===== src/rtl/rs_alu.sv =====
// Reservation station for the integer ALU: operand wakeup from two CDB ports,
// single issue per cycle. Define RS_AGE_ORDER_EN for oldest-first selection.
module rs_alu #(
  parameter int RS_SIZE   = 16,
  parameter int ROB_WIDTH = 4
) (
  input  logic                 clk,
  input  logic                 rst,
  input  logic                 rdy,
  input  logic                 rollback,
  input  logic                 issue_valid,
  input  logic [6:0]           issue_opcode,
  input  logic [2:0]           issue_funct3,
  input  logic                 issue_funct7,
  input  logic [31:0]          issue_imm,
  input  logic [31:0]          issue_pc,
  input  logic [ROB_WIDTH-1:0] issue_rob_pos,
  input  logic                 issue_rdy1,
  input  logic                 issue_rdy2,
  input  logic [31:0]          issue_val1,
  input  logic [31:0]          issue_val2,
  input  logic [ROB_WIDTH-1:0] issue_tag1,
  input  logic [ROB_WIDTH-1:0] issue_tag2,
  output logic                 full,
  input  logic                 cdb_alu_valid,
  input  logic [ROB_WIDTH-1:0] cdb_alu_rob_pos,
  input  logic [31:0]          cdb_alu_val,
  input  logic                 cdb_lsb_valid,
  input  logic [ROB_WIDTH-1:0] cdb_lsb_rob_pos,
  input  logic [31:0]          cdb_lsb_val,
  output logic                 alu_enable,
  output logic [6:0]           alu_opcode,
  output logic [2:0]           alu_funct3,
  output logic                 alu_funct7,
  output logic [31:0]          alu_val1,
  output logic [31:0]          alu_val2,
  output logic [31:0]          alu_imm,
  output logic [31:0]          alu_pc,
  output logic [ROB_WIDTH-1:0] alu_rob_pos
);

  localparam int IW = $clog2(RS_SIZE);

  typedef struct packed {
    logic [6:0]           opcode;
    logic [2:0]           funct3;
    logic                 funct7;
    logic [31:0]          imm;
    logic [31:0]          pc;
    logic [ROB_WIDTH-1:0] rob_pos;
    logic                 r1;
    logic                 r2;
    logic [31:0]          v1;
    logic [31:0]          v2;
    logic [ROB_WIDTH-1:0] q1;
    logic [ROB_WIDTH-1:0] q2;
  } ent_t;

  ent_t               ent [RS_SIZE];
  logic [RS_SIZE-1:0] busy;
  logic [RS_SIZE-1:0] rdy_v;
  logic [IW-1:0]      free_idx;
  logic [IW-1:0]      sel_idx;
  logic               sel_ok;
  logic               d_r1;
  logic               d_r2;
  logic [31:0]        d_v1;
  logic [31:0]        d_v2;

`ifdef RS_AGE_ORDER_EN
  localparam int AW = IW + 1;
  logic [AW-1:0] age [RS_SIZE];
  logic [AW-1:0] age_cnt;

  // Counter spans twice the entry count, so a wrapped difference orders ages.
  function automatic logic older(input logic [AW-1:0] a,
                                 input logic [AW-1:0] b);
    logic [AW-1:0] d;
    d = a - b;
    return d[AW-1];
  endfunction
`endif

  assign full = &busy;

  always_comb begin
    for (int i = 0; i < RS_SIZE; i++)
      rdy_v[i] = busy[i] & ent[i].r1 & ent[i].r2;
  end

  always_comb begin
    free_idx = '0;
    sel_idx  = '0;
    sel_ok   = 1'b0;
    for (int i = RS_SIZE - 1; i >= 0; i--)
      if (!busy[i]) free_idx = IW'(i);
`ifdef RS_AGE_ORDER_EN
    for (int i = 0; i < RS_SIZE; i++) begin
      if (rdy_v[i] && (!sel_ok || older(age[i], age[sel_idx]))) begin
        sel_ok  = 1'b1;
        sel_idx = IW'(i);
      end
    end
`else
    for (int i = RS_SIZE - 1; i >= 0; i--) begin
      if (rdy_v[i]) begin
        sel_ok  = 1'b1;
        sel_idx = IW'(i);
      end
    end
`endif
  end

  // Bypass a result broadcast in the dispatch cycle straight into the entry.
  always_comb begin
    d_r1 = issue_rdy1;
    d_v1 = issue_val1;
    d_r2 = issue_rdy2;
    d_v2 = issue_val2;
    if (!issue_rdy1) begin
      if (cdb_alu_valid && issue_tag1 == cdb_alu_rob_pos) begin
        d_r1 = 1'b1;
        d_v1 = cdb_alu_val;
      end else if (cdb_lsb_valid && issue_tag1 == cdb_lsb_rob_pos) begin
        d_r1 = 1'b1;
        d_v1 = cdb_lsb_val;
      end
    end
    if (!issue_rdy2) begin
      if (cdb_alu_valid && issue_tag2 == cdb_alu_rob_pos) begin
        d_r2 = 1'b1;
        d_v2 = cdb_alu_val;
      end else if (cdb_lsb_valid && issue_tag2 == cdb_lsb_rob_pos) begin
        d_r2 = 1'b1;
        d_v2 = cdb_lsb_val;
      end
    end
  end

  always_ff @(posedge clk) begin
    if (rst || rollback) begin
      busy        <= '0;
      alu_enable  <= 1'b0;
      alu_opcode  <= '0;
      alu_funct3  <= '0;
      alu_funct7  <= 1'b0;
      alu_val1    <= '0;
      alu_val2    <= '0;
      alu_imm     <= '0;
      alu_pc      <= '0;
      alu_rob_pos <= '0;
`ifdef RS_AGE_ORDER_EN
      age_cnt     <= '0;
`endif
    end else if (rdy) begin
      alu_enable <= sel_ok;
      if (sel_ok) begin
        alu_opcode     <= ent[sel_idx].opcode;
        alu_funct3     <= ent[sel_idx].funct3;
        alu_funct7     <= ent[sel_idx].funct7;
        alu_val1       <= ent[sel_idx].v1;
        alu_val2       <= ent[sel_idx].v2;
        alu_imm        <= ent[sel_idx].imm;
        alu_pc         <= ent[sel_idx].pc;
        alu_rob_pos    <= ent[sel_idx].rob_pos;
        busy[sel_idx]  <= 1'b0;
      end
      for (int i = 0; i < RS_SIZE; i++) begin
        if (busy[i] && !ent[i].r1) begin
          if (cdb_alu_valid && ent[i].q1 == cdb_alu_rob_pos) begin
            ent[i].r1 <= 1'b1;
            ent[i].v1 <= cdb_alu_val;
          end else if (cdb_lsb_valid && ent[i].q1 == cdb_lsb_rob_pos) begin
            ent[i].r1 <= 1'b1;
            ent[i].v1 <= cdb_lsb_val;
          end
        end
        if (busy[i] && !ent[i].r2) begin
          if (cdb_alu_valid && ent[i].q2 == cdb_alu_rob_pos) begin
            ent[i].r2 <= 1'b1;
            ent[i].v2 <= cdb_alu_val;
          end else if (cdb_lsb_valid && ent[i].q2 == cdb_lsb_rob_pos) begin
            ent[i].r2 <= 1'b1;
            ent[i].v2 <= cdb_lsb_val;
          end
        end
      end
      if (issue_valid && !full) begin
        ent[free_idx] <= '{
          opcode:  issue_opcode,
          funct3:  issue_funct3,
          funct7:  issue_funct7,
          imm:     issue_imm,
          pc:      issue_pc,
          rob_pos: issue_rob_pos,
          r1:      d_r1,
          r2:      d_r2,
          v1:      d_v1,
          v2:      d_v2,
          q1:      issue_tag1,
          q2:      issue_tag2
        };
        busy[free_idx] <= 1'b1;
`ifdef RS_AGE_ORDER_EN
        age[free_idx]  <= age_cnt;
        age_cnt        <= age_cnt + 1'b1;
`endif
      end
    end
  end

endmodule


===== config.mk =====
export PLATFORM = sky130hd
export DESIGN_NAME = rs_alu
export DESIGN_NICKNAME = d
export VERILOG_FILES = /design/src/rtl/rs_alu.sv
export SDC_FILE = /design/constraint.sdc
export NUM_CORES = 2
export LEC_CHECK = 0
export BUFFER_PORTS_ARGS = -buffer_cell sky130_fd_sc_hd__buf_2
export CORE_MARGIN = 1.5
export CORE_UTILIZATION = 51
export DETAILED_ROUTE_END_ITERATION = 7
export HOLD_SLACK_MARGIN = 0.08
export PLACE_DENSITY_LB_ADDON = 0.2
export SETUP_SLACK_MARGIN = 0.15
export SLEW_MARGIN = 20
export SYNTH_ARGS = -nofsm -noshare
export SYNTH_HDL_FRONTEND = slang
export SYNTH_SLANG_ARGS = --single-unit

===== constraint.sdc =====
create_clock -name clk -period 6.6 [get_ports clk]
set_input_delay 1.65 -clock clk [delete_from_list [all_inputs] [get_ports clk]]
set_output_delay 1.65 -clock clk [all_outputs]
set_load 0.02 [all_outputs]

# --- Word-level counts from Yosys, hierarchy flattened ---
# Memories as Yosys holds them, arrays and structs flattened. A register that Yosys moved wholly into a read port is not among the register bits.
# Index checks and enable logic that the tools add are counted.
totals:
  register_bits: 17
  mem_bits_rw: 2448
  inputBits: 232
  out_inout_bits: 145
  word_cells: 801
  memories: 1
op_classes:
  order_cmp: 4
  n_eq_ne: 68
  mux: 488
  bitwise_logic: 99
  reduce_logical: 139
memory_table:
  columns: ["name", "words", "word_bits", "rd", "rd_clocked_by_memory_dff", "wr", "line_no", "rtl"]
  rows:
  - ["ent", 16, 153, 17, 1, 17, "59", "ent_t ent [RS_SIZE];"]
ops:
  columns: ["operator", "count"]
  rows:
  - ["$mux W32", 38]
  - ["$mux W1", 412]
  - ["$eq A4 B4 Y1", 68]
  - ["$mux W4", 32]
  - ["$logic_and A1 B1 Y1", 103]
  - ["$mux W16", 4]
  - ["$or A1 B1 Y1", 64]
  - ["$logic_not A1 Y1", 33]
  - ["$and A1 B1 Y1", 32]
  - ["$and A16 B16 Y16", 1]
  - ["$not A16 Y16", 1]
  - ["$or A16 B16 Y16", 1]
  - ["$reduce_and A16 Y1", 1]
  - ["$lt A4 B5 Y1 const B", 2]
  - ["$demux W1 S4", 2]
  - ["$ge A4 B1 Y1 const B", 2]
  - ["$reduce_and A2 Y1", 1]
  - ["$logic_or A1 B1 Y1", 1]

# --- Depth between registers and ports, before layout ---
# An unclocked memory read counts as a cell.
logic_depth:
  depth_word: 30
  depth_mapped: 13
  ltp_nobuf: 8

# --- Worst setup path before layout ---
# Ideal clock, no wire load.
synth_timing:
  path_type: "input -> register"
  startpoint: "input rdy"
  endpoint: "memory ent[7][0] in the netlist's numbering (enable)"
  setup_ns: 0.533
  t_arrival_ns: 6.234
  slack_ns: -0.167
  cell_stages: 7
  path_cell_list: "buf_4 > inv_2 > nor3_4 > nand2_1 > nor3_2 > nand2b_1 > nor2_1"
synth_lines:
  columns: ["element", "line_no", "rtl"]
  rows:
  - ["start: declaration", "9", "input logic rdy,"]
  - ["end: declaration", "59", null]

# --- Worst setup path in the final report ---
layout_timing:
  startpoint: "register busy[0]"
  endpoint: "output full"
layout_via:
  elab_chain_len: 1
layout_lines:
  columns: ["element", "line_no", "rtl"]
  rows:
  - ["start: declaration", "60", "logic [RS_SIZE-1:0] busy;"]
  - ["start signal: assignment", "142", "busy <= '0;"]
  - ["start signal: indexed assignment", "166", "busy[sel_idx] <= 1'b0;"]
  - ["start signal: indexed assignment", "203", "busy[free_idx] <= 1'b1;"]
  - ["$reduce_and A16 Y1", "84", "assign full = &busy;"]
  - ["end: declaration", "24", "output logic full,"]
# No other way between the ends.

==> flow_metrics.py <==
metrics = {
    "setup_path": {
        "worstPathMaxFanout": 9,
        "slowest_stage": "dfxtp_1",
        "crit_family": "simple AND/OR/NAND/NOR gates",
        "cp_num_buf_inv": 1,
        "slowest_delay_ps": 800,
        "worstSetupPathType": "reg -> out",
        "cp_cell_sequence": "nand2_1, nor2_1, nand2_1, nor3_1, buf_2",
        "cp.required_ps": 4950,
        "endpoint_kind": "output port",
        "path_common_cell": "nand2_1",
        "cp-startpoint": "busy[0]",
        "cp.arrival_ps": 3470,
        "cp-start-kind": "flip-flop",
        "rr_startpoint": "busy[2]",
    },
    "yosys": {
        "yosysTopAreaCellShare_pct": 58.7,
        "ys_seq_area_share_pct": 61.9,
        "syn_area_sq_um": 123000,
        "avgSynthCellArea_sq_um": 13.3,
        "synth_edf_count": 2416,
        "synthFlopType": "edfxtp_1",
        "yosys.area_share.simple_pct": 6.33,
        "ys_ff_latch": 2608,
        "synth_nets": 9526,
        "yosys_warnings": 0,
        "synthTopCellsByCount": "2416 x edfxtp_1, 1289 x mux2i_1, 582 x a21oi_1",
        "async_reset_ff_share_pct": 0,
        "synth_top_family_by_area": "compound AO/OA/AOI/OAI gates",
        "synth_top_cell_by_area": "edfxtp_1",
        "yosys.cell_types.count": 85,
        "synth_compound_area_share_pct": 14.2,
        "synthXorXnorAreaFrac_pct": 1.93,
        "synth.mux.area_fraction_pct": 11.9,
        "synth_area_leaders": "edfxtp_1 59%, mux2i_1 10%, dfxtp_1 3.1%, a21oi_1 2.4%, a211oi_1 2.0%",
        "synth_cells": 9294,
        "synthAdderAreaFrac_pct": 0,
        "yosysMostFrequentCell": "edfxtp_1",
    },
    "die": {
        "die_x_microns": 495,
        "fp.dieArea_sq_um": 245000,
        "io_pins": 377,
        "start_util_pct": 51.3,
        "core-area_sq_um": 241000,
        "die_h_microns": 495,
        "rows": 180,
    },
    "sta": {
        "rsz0062_at_grt": "no",
        "setup_ws_ps": 1480,
        "clock_skew_ps": 83.9,
        "setup_tns_ps": 0,
        "fmax_ghz": 0.195,
        "final-hold-violation-count": 0,
        "worst_slew_pin_slew_ps": 1340,
        "min_period_ps": 5120,
        "final_max_slew_viol_count": 0,
        "setup_viol": 0,
        "period_share_pct": 77.6,
        "fin_hold_ws_ps": 491,
        "maxSlewHeadroom_pct": 10.3,
    },
    "global_routing": {
        "grt_max_degree": 138,
        "grt_overflow": 0,
        "grt_pass1_wl_microns": 657000,
        "grt_pass1_vias": 86400,
        "grt_use_total_pct": 37.8,
        "antenna_found_initial": 42,
    },
    "outcome": {
        "failed_checks": "DRC",
        "status": "finished, violations left",
    },
    "drt": {
        "drt_iter0_markers": 15600,
        "wl_microns": 475000,
        "via_count": 90700,
        "wire_per_inst_microns": 37.4,
        "drc": 1,
        "firstDrtPassIters": 8,
        "drt.antenna.violating_nets": 0,
        "via_per_inst": 7.13,
    },
    "power": {
        "p_leak_nw": 47.3,
        "p_per_area_nw_per_um2": 258,
        "peakVddDrop_v": 0.000222,
    },
    "cts": {
        "cts_num_sinks": 2608,
        "clock_latency_ps": 1000,
        "cts_tree": "done",
        "cts_root_buffer": "clkbuf_16",
        "h-tree-depth": 5,
        "post_cts_buffers": 0,
        "cts_buffers": 295,
        "clk_pin_slew_worst_paths_ps": 60,
        "ctsHoldBuffers": 0,
        "cts_resized": 0,
        "cts.path.max_buffers": 4,
    },
    "layout": {
        "final_cells": 12700,
        "syn_to_final_growth_pct": 12.0,
        "nets": 9519,
        "finish.utilization_pct": 57.5,
        "drive_gt1_share_pct": 15.5,
    },
    "hold_path": {
        "min-delay-start": "ent[10][42]",
        "min_path_type": "reg -> reg",
    },
    "flow_run": {
        "max-cap-violations": 0,
    },
    "placement": {
        "post-place-ws_ps": 830,
        "hpwl_microns": 254000,
        "port-buffer-count": 376,
        "gp_congestion": 0.913,
        "place_inst": 12200,
    },
}
path summary, 6_finish.rpt:
path,endpoint,slack (ps),depth (start not counted)
worst max-delay path,full,1480,5
worst min-delay path,alu_val1[2],490,2
worst max register to register,alu_imm[9],1600,9
worst min register to register,alu_val1[2],490,2
state kept, by name, indices dropped and copies added (netlist names):
| name | count |
|---|---|
| alu_opcode | 7 |
| alu_imm | 32 |
| alu_funct7 | 1 |
| alu_val1 | 32 |
| ent | 2448 |
| alu_funct3 | 3 |
| alu_val2 | 32 |
| alu_enable | 1 |
| alu_pc | 32 |
| alu_rob_pos | 4 |
| busy | 16 |
logic make-up after synthesis:
kind of cell / count (synthesis)
AND/OR/NAND/NOR: 1535
XOR/XNOR: 272
AO/OA/AOI/OAI: 2385
multiplexers: 1449
flip-flops: 2608
buffers and inverters: 1045
power by group:
group          internal [W]  leakage, nW  switching [W]
registers            0.0181         23.3      0.0000211
logic              0.000542         19.6        0.00110
clock network       0.00922         4.49        0.00672
metrics by stage:
step / power [W] / cell area, sq um
after floorplan: 0.0194 / 123000
after global placement: 0.0200 / 129000
after detailed placement: 0.0200 / 129000
after CTS: 0.0356 / 138000
after global routing: 0.0364 / 138000
final: 0.0357 / 138000
cell usage in the layout, fill, tap and decap left out, types with 63 or more instances in the layout:
cell type and count:
a31oi_1 164, o22ai_1 63, edfxtp_1 2416, a221o_1 153, a211oi_1 332, o2bb2ai_1 123, a221oi_1 71, buf_12 88
clkbuf_1 73, xor2_1 108, o22a_1 64, dfxtp_1 192, a22o_1 82, buf_2 376, a21oi_1 582, a22oi_1 222
o21ai_0 205, a222oi_1 81, xnor2_1 164, nor2b_1 324, clkbuf_16 302, and3_1 101, nand2_1 397, mux2i_1 1289
buf_4 258, mux2_2 160, nand3_1 219, nor2_1 312, a2111oi_0 91
worst register-to-register path, delay by kind of cell (launching register included):
kind | cells | cell delay [ps]
muxes | 1 | 280
AOI/OAI and AO/OA | 5 | 2140
and+or+nand+nor | 2 | 930
DFF | 1 | 780
buffers and inverters | 1 | 710
final cells by class:
| type | count | area [sq um] |
|---|---|---|
| fillers | 19100 | 102000 |
| flip-flops and latches | 2608 | 76400 |
| multi-input cells | 5641 | 43000 |
| clock buffers | 401 | 8190 |
| repair buffers | 725 | 5650 |
| well taps | 3185 | 3990 |
| clock inverters | 119 | 953 |
| inverters | 16 | 105 |
| diodes | 25 | 62.6 |
routing by layer:
layer	GRT usage (%)	vias to the layer above	wire, microns
met3	11.1	1631	67000
met4	21.5	22	32100
li1	-	36300	-
met2	54.8	7435	201000
met5	0.235	-	330
met1	50.8	45300	175000
Note: power is estimated with default switching activity, not from simulation.
